$ cat config.mk
export PLATFORM = sky130hd
export DESIGN_NAME = puf_resp_ctrl
export DESIGN_NICKNAME = d
export VERILOG_FILES = /design/src/rtl/puf_ctrl_pkg.sv /design/src/rtl/puf_sync2.sv /design/src/rtl/puf_resp_ctrl.sv
export SDC_FILE = /design/constraint.sdc
export NUM_CORES = 1
export LEC_CHECK = 0
export ABC_AREA = 1
export CAP_MARGIN = 20
export CORE_AREA = 2 2 66 68
export DETAILED_ROUTE_END_ITERATION = 8
export DIE_AREA = 0 0 68 70
export GPL_TIMING_DRIVEN = 0
export PLACE_DENSITY_LB_ADDON = 0.2
export SLEW_MARGIN = 20
export SYNTH_ARGS = -nofsm -noshare
export SYNTH_HDL_FRONTEND = slang
export SYNTH_SLANG_ARGS = --single-unit
$ cat constraint.sdc
create_clock -name clk -period 1.69 [get_ports clk]
set_input_delay 0.338 -clock clk [delete_from_list [all_inputs] [get_ports clk]]
set_output_delay 0.338 -clock clk [all_outputs]
set_load 0.05 [all_outputs]
$ cat src/rtl/puf_ctrl_pkg.sv
// rtl/puf_ctrl_pkg.sv - shared types and helpers for the PUF response sequencer
package puf_ctrl_pkg;

  typedef enum logic [2:0] {
    ST_IDLE,
    ST_CLEAR,
    ST_RUN,
    ST_SETTLE,
    ST_SAMPLE,
    ST_DONE
  } puf_ctrl_state_t;

  localparam int CHAL_W = 3;

  function automatic int clog2(input int value);
    int r;
    r = 0;
    for (int v = value - 1; v > 0; v = v >> 1) r++;
    return r;
  endfunction

endpackage

$ cat src/rtl/puf_sync2.sv
// rtl/puf_sync2.sv - two-flop synchronizer for the asynchronous PUF output bit
module puf_sync2 (
  input  logic clk,
  input  logic rst,
  input  logic d,
  output logic q
);

  logic meta;

  always_ff @(posedge clk or negedge rst) begin
    if (!rst) begin
      meta <= 1'b0;
      q    <= 1'b0;
    end else begin
      meta <= d;
      q    <= meta;
    end
  end

endmodule

$ cat src/rtl/puf_resp_ctrl.sv
// rtl/puf_resp_ctrl.sv - sweeps challenges over a ring-oscillator PUF cell and assembles the response word
module puf_resp_ctrl
  import puf_ctrl_pkg::*;
#(
  parameter int NUM_CHAL   = 8,
  parameter int CHAL_W     = puf_ctrl_pkg::CHAL_W,
  parameter int WINDOW     = 1024,
  parameter int CLR_CYCLES = 2,
  parameter int SETTLE     = 4
) (
  input  logic                clk,
  input  logic                rst,
  input  logic                start,
  input  logic [CHAL_W-1:0]   chal_base,
  output logic                busy,
  output logic                osc_en,
  output logic                ctr_clr,
  output logic [CHAL_W-1:0]   challenge,
  input  logic                puf_bit,
  output logic [NUM_CHAL-1:0] resp,
  output logic                resp_valid,
  input  logic                resp_ready
);

  localparam int MAX_A = (WINDOW > SETTLE) ? WINDOW : SETTLE;
  localparam int MAX_D = (MAX_A > CLR_CYCLES) ? MAX_A : CLR_CYCLES;
  localparam int CNT_W = clog2(MAX_D) + 1;
  localparam int IDX_W = clog2(NUM_CHAL) + 1;

  puf_ctrl_state_t    state, state_n;
  logic [CNT_W-1:0]   cnt, cnt_load;
  logic [IDX_W-1:0]   idx, idx_inc;
  logic [CHAL_W-1:0]  base_q;
  logic               puf_bit_s;
  logic               last_idx;

  puf_sync2 u_sync (
    .clk (clk),
    .rst (rst),
    .d   (puf_bit),
    .q   (puf_bit_s)
  );

  assign last_idx = (idx == IDX_W'(NUM_CHAL - 1));
  assign idx_inc  = idx + IDX_W'(1);

  always_comb begin
    state_n = state;
    case (state)
      ST_IDLE:   if (start) state_n = ST_CLEAR;
      ST_CLEAR:  if (cnt == '0) state_n = ST_RUN;
      ST_RUN:    if (cnt == '0) state_n = ST_SETTLE;
      ST_SETTLE: if (cnt == '0) state_n = ST_SAMPLE;
      ST_SAMPLE: state_n = last_idx ? ST_DONE : ST_CLEAR;
      ST_DONE:   if (resp_ready) state_n = ST_IDLE;
      default:   state_n = ST_IDLE;
    endcase
  end

  // Counter holds remaining cycles minus one for the state being entered.
  always_comb begin
    cnt_load = '0;
    case (state_n)
      ST_CLEAR:  cnt_load = CNT_W'(CLR_CYCLES - 1);
      ST_RUN:    cnt_load = CNT_W'(WINDOW - 1);
      ST_SETTLE: cnt_load = CNT_W'(SETTLE - 1);
      default:   cnt_load = '0;
    endcase
  end

  // Outputs are decoded from the next state so they are registered yet aligned with the state.
  always_ff @(posedge clk or negedge rst) begin
    if (!rst) begin
      state      <= ST_IDLE;
      cnt        <= '0;
      busy       <= 1'b0;
      osc_en     <= 1'b0;
      ctr_clr    <= 1'b0;
      resp_valid <= 1'b0;
    end else begin
      state      <= state_n;
      busy       <= (state_n != ST_IDLE);
      osc_en     <= (state_n == ST_RUN);
      ctr_clr    <= (state_n == ST_CLEAR);
      resp_valid <= (state_n == ST_DONE);
      if (state_n != state) cnt <= cnt_load;
      else if (cnt != '0)   cnt <= cnt - CNT_W'(1);
    end
  end

  always_ff @(posedge clk or negedge rst) begin
    if (!rst) begin
      base_q    <= '0;
      idx       <= '0;
      challenge <= '0;
      resp      <= '0;
    end else if (state == ST_IDLE && start) begin
      base_q    <= chal_base;
      idx       <= '0;
      challenge <= chal_base;
      resp      <= '0;
    end else if (state == ST_SAMPLE) begin
      for (int i = 0; i < NUM_CHAL; i++) begin
        if (idx == IDX_W'(i)) resp[i] <= puf_bit_s;
      end
      if (!last_idx) begin
        idx       <= idx_inc;
        challenge <= base_q + CHAL_W'(idx_inc);
      end
    end
  end

endmodule

==> results of run 1 <==
## state kept, by name, indices dropped and copies added, names as in the netlist
name	flops
u_sync.meta	1
challenge	3
ctr_clr	1
osc_en	1
busy	1
resp_valid	1
u_sync.q	1
idx	4
state	3
cnt	11
base_q	3
resp	8
## what timing repair did
| item | in CTS | in global routing |
|---|---|---|
| endpoints found under the setup margin | 30 | 16 |
| setup buffers | 18 | 8 |
| gates resized for setup | 40 | 13 |
| pin swaps | 12 | 8 |
## cell type report
type	instances	area, µm²	share of cell area, %
Clock buffer	5	68.82	2.536
Tap cell	52	65.06	2.397
Clock inverter	3	40.04	1.475
Timing Repair Buffer	49	435.4	16.04
Buffer	1	3.754	0.1383
Multi-Input combinational cell	160	1062	39.14
Sequential cell	38	952.2	35.09
Inverter	23	86.33	3.181
## worst min path at each step
stage,end,slack (ps)
4_1_cts,u_sync.meta,8
3_3_place_gp,u_sync.q,330
3_5_place_dp,resp[1],320
6_report,u_sync.meta,-3
5_1_grt,resp[1],20
2_1_floorplan,base_q[0],40
## worst register-to-register path, cell delays in order, from the launching register on
cell,delay [ps]
dfrtp_1,380
inv_2,80
ha_4,150
nand2_4,60
nor2_4,220
nand2_4,100
nand2_4,100
buf_4,110
nand4_1,120
nand2_4,150
nand3_1,130
a21oi_2,180
## metrics by stage
| step | area [µm²] | hold WS, ps |
|---|---|---|
| after floorplan | 1966 | 42.41 |
| after global placement | 2251 | 332.9 |
| after detailed placement | 2273 | 320.3 |
| after CTS | 2595 | 8.358 |
| after global routing | 2714 | 23.71 |
| final | 2714 | -3.174 |
## logic make-up (layout without fill, tap and decap cells)
kind of cell / count (synthesis) / in the layout / synth area share (%)
XOR/XNOR: 10 / 10 / 4.467
AND/OR/NAND/NOR: 109 / 109 / 28.02
adder cells (fa/ha/maj): 7 / 7 / 4.850
flip-flops: 38 / 38 / 48.50
multiplexers: 1 / 1 / 0.5106
AO/OA/AOI/OAI: 33 / 33 / 9.062
buffers and inverters: 24 / 81 / 4.595
## routing by layer
metal | share of wire, % | global-route usage [%]
met1 | 42 | 27.36
met2 | 53 | 35.06
met3 | 3.3 | 3.382
met5 | 0 | 0
met4 | 1.8 | 8.667
## power by group through the flow
stage / combinational [mW] / sequential [mW] / clock (mW)
floorplan: 1.30 / 1.58 / 0
global placement: 2.00 / 1.33 / 0
detailed placement: 2.03 / 1.33 / 0
CTS: 2.48 / 1.31 / 0.771
global route: 3.02 / 1.35 / 0.819
finish: 2.75 / 1.32 / 0.769
## placed cells by master, fill, tap and decap left out, types with 5 or more instances in the layout
| cell | count |
|---|---|
| dfrtp_1 | 37 |
| nand2_1 | 31 |
| buf_4 | 24 |
| nand3_1 | 23 |
| nor2_1 | 22 |
| inv_1 | 15 |
| dlygate4sd2_1 | 15 |
| o21ai_0 | 11 |
| a21oi_1 | 9 |
| inv_2 | 8 |
| a21oi_2 | 7 |
| nor2_4 | 6 |
| clkdlybuf4s50_1 | 6 |
| nand2_4 | 5 |
| xnor2_1 | 5 |
| xor2_1 | 5 |
| clkbuf_8 | 5 |
==> run metrics, run 1 <==
CP startpoint cnt[0]; detailed-router iteration count before antenna repair 4; Clock Path Buffers 2; Synth Flop Type dfrtp_1; chip width 68 µm; initial antenna violation count 0; R2R Setup Slk -170 ps; crit-path max FO 8; CP cell instances inv_2, ha_4, nand2_4, nor2_4, nand2_4, nand2_4, buf_4, nand4_1, nand2_4, nand3_1, a21oi_2; fin cells between 300 and 400; final setup vio count 10; Levels on crit path 11; crit path DAT 2070 ps; crit path time final ~1900 ps; # port buffers 22; Clock power frac between 15 and 20%; setup ws final -166.3 ps; Power, Total between 4 and 5 mW; gr usage total 21.28%; area share of the largest cell type after synthesis 48.50%; Inst Count DP 297; status complete, but fails checks; crit path launch type flop; syn nets ~240; post-synthesis cell count between 200 and 250; vias post-DR between 1500 and 2000; Setup CP Type flop to flop; clock root cell clkbuf_8; drt via density roughly 5.1; Max stage delay cell, worst path dfrtp_1; nets 293; IO Pins 23; Placer Congestion 0.8367; Hold/Removal Path Class input port to asynchronous set/reset pin; Worst R2R Start cnt[0]; FP Rows 24; max-slew violations 0; Leakage ~1.3 nW; core area about 4100 µm²; register area share after synthesis 48.50%; layout cells sized above 1 a little under a third; dpl ws -267.2 ps; Register-to-Register Path Depth 11; #FFs+latches synth 38; Fill cells 322; die area between 4000 and 5000 µm²; via count of the first global-routing pass about 1700; gr ovfl total 0; total wire length around 4.7 mm; clock-pin slew on the worst setup and hold paths roughly 80 ps; worst path required time 1900 ps; CTS sink count 38; reg2reg end cnt[9]; NetSw between 2 and 2.5 mW; DRC errors left 0; cell mode on critical path nand2_4; YS warnings 0; worst-skew pair later-pin latency around 290 ps; Sw Ratio 43.71%; final hold violations 9; Hold-fix buffers, CTS 0; Crit. End Element flop; Mapped Avg Cell Area 8.832 µm²; global-route wire length before repair approximately 7.7 mm; CTS tree built; final core utilization between 60% and 70%; maxcap violations 0; power per cell area roughly 1800 nW/µm²; count of flip-flops with a built-in enable after synthesis 0; failing checks negative hold slack, negative setup slack; Tcrit/Tclk final 109.8%; slew of the pin with the lowest slew margin 497.3 ps; largest net degree at the start of global routing 21; die height approximately 70 µm; count leader, synth dfrtp_1; Clock Skews approximately 12 ps; Num CTS Buffers 5; asr flop ratio synth 100.0%; RSZ-0062 raised after global routing yes; combinational share of power roughly 57%; Fmax 538.7 MHz; Fin Hold WS -3.174 ps; Detail Placement HPWL around 2.9 mm; synth top area cells dfrtp_1 49%, nand3_1 6.9%, nand2_1 6.3%; setup tns final -956.2 ps; Worst path top cell family by delay simple AND/OR/NAND/NOR gates; area growth from synthesis to layout 38.42%; most instantiated cells after synthesis 38 x dfrtp_1, 33 x nand2_1, 27 x nand3_1, 27 x nor2_1, 21 x inv_1; Internal between 2 and 3 mW; H-tree depth 2; post-synth cell types 28; Routed WL per cell 14.23 µm; WP buf/inv 2; crit path capture cnt[9]; DRT antenna net count 0; Yosys top cell by area dfrtp_1; starting density of the core 47.31%; Mapped Area a little under 2000 µm²; Reg power frac 27.3%; initial DRC count 165; diode count 0; Worst slew margin about two thirds; Peak supply drop about 1.1 mV; Crit path largest cell delay ~380 ps
No activity file was read; power rests on OpenSTA's default activity.
==> inputs of run 2 (changes only) <==
--- a/config.mk
+++ b/config.mk
@@ -5,7 +5,7 @@
 export SDC_FILE = /design/constraint.sdc
 export NUM_CORES = 1
 export LEC_CHECK = 0
-export ABC_AREA = 1
+export ABC_AREA = 0
 export CAP_MARGIN = 20
 export CORE_AREA = 2 2 66 68
 export DETAILED_ROUTE_END_ITERATION = 8
==> run 2 against run 1 <==
The flow finishes with violations (negative setup slack). Worst hold slack better by 360 ps. Critical path depth shrank 5. Non-clock buffer count grew 7. Largest cell class unchanged. Largest power group is now registers. Highest routed layer unchanged.
==> run metrics, run 2 <==
CTS sink count 38; syn nets between 200 and 250; Sw Ratio a little over a fifth; CP startpoint cnt[1]; commonest non-fill, non-tap cells in the layout 36 x dfrtp_1, 26 x buf_4, 22 x nand2_1, 15 x dlygate4sd2_1; Clock Path Buffers 2; H-tree depth 2; post-synthesis compound-gate area fraction roughly 14%; Internal ~1.2 mW; post-synth cell types between 40 and 50; chip width 68 µm; Leakage 1.166 nW; die height approximately 70 µm; worst path required time roughly 1900 ps; startpoint of the worst hold path u_sync.meta; maxcap violations 0; slew of the pin with the lowest slew margin a little over 500 ps; Max stage delay cell, worst path or4_4; FP Rows 24; layout cells sized above 1 roughly 32%; Reg power frac roughly three fifths; fin cells between 300 and 400; CTS tree built; gr usage total a little over 20%; Multi-input gate area roughly 1100 µm²; Mapped Avg Cell Area 10.05 µm²; DRC errors left 0; starting density of the core between 40% and 50%; Peak supply drop 0.3992 mV; post-synthesis simple-gate area fraction around 20%; Routed WL per cell 14.70 µm; nets about 270; crit path launch type flop; crit path time final around 1800 ps; Setup CP Type flop to flop; Num CTS Buffers 5; IO Pins 23; Worst slew margin between 60% and 70%; combinational share of power under 10%; clock-pin slew on the worst setup and hold paths approximately 80 ps; worst-skew pair later-pin latency roughly 290 ps; final core utilization roughly two thirds; Tcrit/Tclk final 105.5%; initial DRC count 86; max-slew violations 0; die area ~4800 µm²; post-synthesis cell count 195; global-route wire length before repair around 7.5 mm; total wire length between 4 and 5 mm; vias post-DR 1600; gr ovfl total 0; Crit path largest cell delay 550 ps; WP buf/inv 1; Post-Synth XOR/XNOR Area under 10%; power per cell area 573.1 nW/µm²; largest net degree at the start of global routing 24; max FFs per register 11; detailed-router iteration count before antenna repair 4; initial antenna violation count 0; Fmax 560.9 MHz; mux contribution to synthesized area ~3.5%; setup ws final -92.78 ps; Detail Placement HPWL between 2 and 3 mm; RSZ-0062 raised after global routing yes; clock root cell clkbuf_8; Worst path top cell family by delay simple AND/OR/NAND/NOR gates; largest family of logic cells by synthesized area simple AND/OR/NAND/NOR gates; Crit. End Element flop; Hold/Removal Path Class flop to flop; # port buffers 22; final setup vio count 13; core area 4144 µm²; via count of the first global-routing pass ~1600; asr flop ratio synth 100.0%; status complete, but fails checks; synth top area cells dfrtp_1 49%, xnor2_1 5.4%, nand2_1 4.4%; #FFs+latches synth 38; final hold violations 0; CP cell instances inv_2, ha_4, nor3b_4, nand4b_4, or4_4, o21ai_2; drt via density ~5.3; Fill cells 340; Inst Count DP 270; Mapped Area 1959 µm²; crit-path max FO 8; Clock Skews ~5.7 ps; count leader, synth dfrtp_1; Largest regs cnt: 11 flops, resp: 8 flops, idx: 4 flops; count of flip-flops with a built-in enable after synthesis 0; FF/Latch Area 953.4 µm²; DRT antenna net count 0; area share of the largest cell type after synthesis around half; Placer Congestion 0.8339; post-synthesis adder-cell area fraction 4.853%; area growth from synthesis to layout 37.61%; diode count 0; Synth Flop Type dfrtp_1; Worst R2R Start cnt[1]; crit path DAT 2000 ps; register area share after synthesis between 40 and 50%; Yosys top cell by area dfrtp_1; failing checks negative setup slack; most instantiated cells after synthesis 38 x dfrtp_1, 23 x nand2_1, 14 x a21oi_1, 14 x nor2_1; NetSw about 0.34 mW; YS warnings 0; Biggest register cnt; most common cell after layout, fill and taps aside dfrtp_1; Clock power frac 37.9%; Fin Hold WS roughly 360 ps
-- run 2: changes by cell type in the layout (fill, tap and decap cells not counted), sizes merged, moves of 7 or more --
cell,previous run,this run
nand3,29,9
nand2,40,23
nor2,32,15
inv,23,7
xnor2,5,12
-- run 2: path summary, 6_finish.rpt --
check	endpoint	slack [ps]	cells after the start
setup reg to reg	cnt[2]	-90	6
min in group asynchronous	state[0]	510	2
hold reg to reg	u_sync.q	360	0
hold / removal	u_sync.q	360	0
setup / recovery	cnt[2]	-90	6
max in group asynchronous	idx[3]	730	3
-- run 2: kinds of logic after synthesis --
logic type,Yosys count
and+or+nand+nor,69
AOI/OAI and AO/OA,45
DFF,38
buffers and inverters,16
xor gates and xnor gates,14
adders and majority gates,7
muxes,6
-- run 2: cell type report --
| cell class | instances | share of cell area, % |
|---|---|---|
| multi-input combinational | 141 | 40.60 |
| tap | 52 | 2.413 |
| timing repair buffer | 51 | 16.33 |
| clock buffer | 5 | 2.552 |
| inverter | 7 | 1.067 |
| sequential | 38 | 35.36 |
| clock inverter | 2 | 0.3712 |
| buffer | 6 | 1.299 |
-- run 2: what timing repair did --
action	4_1_cts	5_1_grt
buffers inserted	21	7
endpoints found under the hold margin	15	0
hold buffers	1	0
gates resized for setup	39	15
pin swaps	12	5
setup endpoints to repair	47	31
-- run 2: through the flow --
step                      setup TNS (ps)  cell area (µm²)  setup slack (ps)  power (mW)
final                             -750.0             2696            -92.78       1.545
after global routing               -1777             2696            -153.1       1.619
after CTS                         -760.9             2596            -103.0       1.572
after detailed placement           -7358             2303            -312.5      0.9771
after global placement            -31680             2281            -645.9      0.9705
after floorplan                   -665.0             1996            -65.67      0.9336
-- run 2: worst register-to-register path, delay by kind of cell, from the launching register on --
kind / cells / cell delay [ps]
compound gates: 1 / 110
fa+ha+maj: 1 / 130
flops: 1 / 400
buf+inv: 1 / 90
simple gates: 3 / 970
-- run 2: power groups by stage --
stage          Combinational, mW  Clock (mW)  Sequential (mW)
3_3_place_gp              0.0410           0            0.929
6_report                  0.0477       0.586            0.912
4_1_cts                   0.0497       0.611            0.911
5_1_grt                   0.0538       0.653            0.912
3_5_place_dp              0.0477           0            0.929
2_1_floorplan            0.00405           0            0.930
-- run 2: layer usage --
| metal | GRT usage, % | part of all wire [%] | vias to the layer above |
|---|---|---|---|
| met5 | 0 | 0 | - |
| met4 | 7.778 | 1.6 | 0 |
| met3 | 4.670 | 2.9 | 8 |
| met2 | 33.87 | 53 | 27 |
| met1 | 26.17 | 43 | 785 |
| li1 | - | - | 780 |
==> inputs of run 3 (changes only) <==
--- a/config.mk
+++ b/config.mk
@@ -12,6 +12,7 @@
 export DIE_AREA = 0 0 68 70
 export GPL_TIMING_DRIVEN = 0
 export PLACE_DENSITY_LB_ADDON = 0.2
+export SKIP_LAST_GASP = 1
 export SLEW_MARGIN = 20
 export SYNTH_ARGS = -nofsm -noshare
 export SYNTH_HDL_FRONTEND = slang
==> run 3 against run 2 <==
Critical path depth stayed put. Worst setup slack better by 0.79 ps. Critical endpoint is now cnt[3]. Critical path type unchanged. Cell area is 0.65% lower. The flow still finishes with violations (negative setup slack).
==> run metrics, run 3 (same netlist as run 2, synthesis figures left out) <==
IO Pins 23; Detail Placement HPWL ~2.7 mm; nets 265; gr ovfl total 0; Crit. End Element flop; Worst R2R Start cnt[1]; Fin Hold WS around 360 ps; max FFs per register 11; Power, Total 1.552 mW; commonest non-fill, non-tap cells in the layout 36 x dfrtp_1, 26 x buf_4, 22 x nand2_1, 15 x dlygate4sd2_1, 13 x nor2_1; clock-pin slew on the worst setup and hold paths 70 ps; final core utilization about 65%; largest net degree at the start of global routing 24; vias post-DR between 1500 and 2000; layout cells sized above 1 a little under a third; RSZ-0062 raised after global routing yes; initial antenna violation count 0; Num CTS Buffers 5; crit path DAT 1990 ps; starting density of the core about 47%; CTS sink count 38; die area about 4800 µm²; Biggest register cnt; total wire length about 4.3 mm; Placer Congestion roughly 0.83; chip width 68 µm; crit path time final approximately 1800 ps; placed inst area 2303 µm²; final hold violations 0; failing checks negative setup slack; Hold/Removal Path Class flop to flop; global-route wire length before repair 7.472 mm; Routed WL per cell ~14 µm; initial DRC count between 80 and 90; Fill cells approximately 340; FP Rows 24; setup tns final -535.0 ps; slew of the pin with the lowest slew margin 576.5 ps; DRC errors left 0; Largest regs cnt: 11 flops, resp: 8 flops, idx: 4 flops; Tcrit/Tclk final 105.4%; setup ws final -91.99 ps; status complete, but fails checks; Fmax about 560 MHz; CTS tree built; detailed-router iteration count before antenna repair 4; R2R Setup Slk -90 ps; finished layout cell area approximately 2700 µm²; crit-path max FO 8; # port buffers 22; worst-skew pair later-pin latency 290 ps; final setup vio count 13; max-slew violations 0; CP startpoint cnt[1]; crit path capture cnt[3]; drt via density 5.311; diode count 0; clock root cell clkbuf_8; H-tree depth 2; DRT antenna net count 0; most common cell after layout, fill and taps aside dfrtp_1; Setup CP Type flop to flop; via count of the first global-routing pass roughly 1600; power per cell area between 500 and 600 nW/µm²; reg2reg end cnt[3]; Peak supply drop ~0.40 mV; die height around 70 µm; Register-to-Register Path Depth 6; gr usage total approximately 20%; Clock Path Buffers 2; area growth from synthesis to layout 36.72%; core area between 4000 and 5000 µm²; crit path launch type flop; maxcap violations 0; Leakage between 1 and 1.5 nW; Clock Skews between 6 and 7 ps; worst path required time around 1900 ps; Worst slew margin about three fifths
-- run 3: cell types whose count changed in the layout (fill, tap and decap cells not counted) --
cell / delta
o21ai_2: -3
buf_6: -1
ha_2: -1
o21ai_1: +3
a21oi_1: -1
a21oi_2: +1
clkbuf_4: -1
clkbuf_2: +1
ha_1: +1
nor2_2: +1
-- run 3: final cells by class --
class	instances	area (µm²)	area share (%)
repair buffers	49	421.7	15.74
flip-flops and latches	38	953.4	35.59
plain buffers	7	40.04	1.495
well taps	52	65.06	2.429
multi-input cells	142	1091	40.73
inverters	7	28.78	1.074
clock inverters	2	10.01	0.3737
clock buffers	5	68.82	2.569
-- run 3: worst min-delay path by stage --
stage,start,to,slack (ps),cells past startpoint
after floorplan,rst,base_q[0],40,0
after global placement,u_sync.meta,u_sync.q,330,0
after detailed placement,rst,state[0],290,1
after CTS,u_sync.meta,u_sync.q,360,0
after global routing,u_sync.meta,u_sync.q,380,0
final,u_sync.meta,u_sync.q,360,0
-- run 3: stage by stage --
step	std cells	worst slack, ps
6_report	302	-91.99
5_1_grt	302	-155.5
4_1_cts	297	-103.0
3_5_place_dp	270	-312.5
3_3_place_gp	269	-645.9
2_1_floorplan	195	-65.67
-- run 3: report_power, final --
| part | switching [mW] | internal [mW] |
|---|---|---|
| clock | 0.315 | 0.277 |
| combinational | 0.0257 | 0.0224 |
| sequential | 0.000570 | 0.911 |
-- run 3: repair_timing --
action	CTS	global route
pin swaps	12	4
gates cloned	0	1
resized for setup	37	16
buffers inserted	21	5
endpoints found under the hold margin	15	0
hold buffers	1	0
endpoints found under the setup margin	47	31
-- run 3: layer usage --
metal	GRT usage [%]	vias up	wire length (µm)
met1	26.06	792	1915
met4	7.778	0	75
li1	-	780	-
met3	4.670	9	120
met2	33.55	23	2237
met5	0	-	0
-- run 3: critical path, cell delays in order, from the launching register on --
cell	delay [ps]
dfrtp_1	400
inv_2	90
ha_4	130
nor3b_4	240
nand4b_4	170
or4_4	530
o21ai_1	130
==> variant (config.mk and constraints of run 3) <==
Re-encode `puf_ctrl_state_t` (6 states) as Gray code, 3 bits wide.
--- a/src/rtl/puf_ctrl_pkg.sv
+++ b/src/rtl/puf_ctrl_pkg.sv
@@ -4,8 +4,8 @@
   typedef enum logic [2:0] {
-    ST_IDLE,
-    ST_CLEAR,
-    ST_RUN,
-    ST_SETTLE,
-    ST_SAMPLE,
-    ST_DONE
+    ST_IDLE   = 3'b000,
+    ST_CLEAR  = 3'b001,
+    ST_RUN    = 3'b011,
+    ST_SETTLE = 3'b010,
+    ST_SAMPLE = 3'b110,
+    ST_DONE   = 3'b111
   } puf_ctrl_state_t;
Function: same outputs for any inputs over 10 cycles, from zero or initial values and one cycle with rst low; not proved beyond that.
==> variant against run 3 <==
Critical path type unchanged; non-clock buffer count fell by 4; final area fell by 1.9%; synthesized area fell by 0.38%; wire length fell by 8.5%; largest cell class unchanged; first-iteration DRC count fell by 20%; sequential cell count did not move; synthesized cell count fell by 0.51%; setup slack got worse by 0.13 ns; fmax fell by 7.0%; critical endpoint is now cnt[0]; the run still ends with setup timing left.
Power is left out: it rests on default switching activity, and per cell area and clock period it moved more than threefold.
==> variant: results (changes against run 3) <==
[outcome]
status = complete, but fails checks  ; unchanged
failed_checks = setup timing  ; unchanged

[critical_path]
slowest_stage = dfrtp_1  ; was or4_4
reg2reg_depth = 8  ; was 6
critPathMaxFanout = 3  ; was 8

[cells_and_area]
nNetsFinal = 262  ; was 265
final_cells = 300  ; was 302
nFillCells = 336  ; was 338
drive_above_1_share_pct = 27.02  ; was 31.20%

[hold_path]
hold_depth = 0  ; unchanged

[synth]
yosysSeqAreaShare_pct = 48.72  ; was 48.53%
muxShareOfSynthArea_pct = 2.949  ; was 3.512%
synth_compound_gate_area_share_pct = 11.41  ; was 13.60%
syn-num-nets = 209  ; was 210
synthAdderAreaFrac_pct = 4.872  ; was 4.853%
yosys-top-cells-area = dfrtp_1 49%, xnor2_1 5.8%, nand2_1 5.4%  ; was dfrtp_1 49%, xnor2_1 5.4%, nand2_1 4.4%
synth_area_per_cell_um2 = 10.06  ; was 10.05 µm²
synth_cell_types = 42  ; was 41

[sta]
finalWorstSetupSlack_ns = -0.2268  ; was -0.09199 ns
setup-violations-final = 5  ; was 13
setup_tns_ns = -0.4309  ; was -0.5350 ns
finClkSkew_ns = 0.003548  ; was 0.006838 ns

[placement]
hpwlAfterDp_um = 2520  ; was 2717 µm
dp.cells = 269  ; was 270
place_worst_setup_slack_ns = -0.3457  ; was -0.3125 ns
gp_congestion = 0.7657  ; was 0.8339

[detailed_routing]
wl_um = 3980  ; was 4349 µm
vias_per_cell = 5.153  ; was 5.311

[global_routing]
grt_max_degree = 28  ; was 24
grt_usage_pct = 18.76  ; was 20.55%
first_global_vias = 1556  ; was 1624
grt_pass1_wl_um = 6789  ; was 7472 µm

## variant: cell types whose count changed after synthesis, moves of 4 or more
cell	delta
o21ai_0	+11
o21ai_1	-10
a21oi_1	-6
inv_1	+6
nand2_1	+5
a21o_1	-4
a22o_1	-4
## variant: routing by layer
layer	track usage, %	up-vias	part of all wire (%)
met5	0	-	0
met1	23.98	731	46
met2	29.67	32	48
li1	-	774	-
met3	5.314	9	4.3
met4	7.111	0	2.0
## variant: timing repair
| item | CTS | global route |
|---|---|---|
| setup endpoints to repair | 44 | 19 |
| buffers inserted | 19 | 4 |
| hold endpoints to repair | 11 | 0 |
| resized for setup | 24 | 16 |
| hold buffers | 1 | 0 |
| pin swaps | 8 | 5 |
## variant: kinds of logic (layout without fill, tap and decap cells)
group / count (synthesis) / in the layout
DFF: 38 / 38
buffers and inverters: 17 / 71
muxes: 5 / 5
and+or+nand+nor: 77 / 77
adders and majority gates: 7 / 7
xor gates and xnor gates: 13 / 13
AOI/OAI and AO/OA: 37 / 37
## variant: stage by stage
step / cell area (µm²) / hold WS, ns
6_report: 2629 / 0.3673
2_1_floorplan: 1986 / 0.04241
5_1_grt: 2629 / 0.3781
4_1_cts: 2561 / 0.3696
3_3_place_gp: 2271 / 0.3392
3_5_place_dp: 2286 / 0.2424
## variant: worst paths after layout
kind                             start        to  slack, ns
min                        u_sync.meta  u_sync.q       0.37
max reg2reg                     cnt[0]    cnt[0]      -0.23
min reg2reg                u_sync.meta  u_sync.q       0.37
min in group asynchronous          rst      busy       0.45
max                             cnt[0]    cnt[0]      -0.23
max in group asynchronous          rst    idx[0]       0.79
## variant: cell type report
type	count	area [µm²]	area share [%]
clock inverters	3	40.04	1.523
multi-input cells	139	1013	38.55
flip-flops and latches	38	952.2	36.22
well taps	52	65.06	2.475
repair buffers	46	402.9	15.33
inverters	11	43.79	1.666
plain buffers	6	42.54	1.618
clock buffers	5	68.82	2.618
## variant: worst reg2reg max path, cell delays in order (launching register included)
cell	delay, ns
dfrtp_1	0.43
inv_2	0.10
ha_4	0.12
nor3b_4	0.23
and4_1	0.23
buf_6	0.12
mux2i_4	0.22
o21ai_1	0.09
mux2_4	0.26
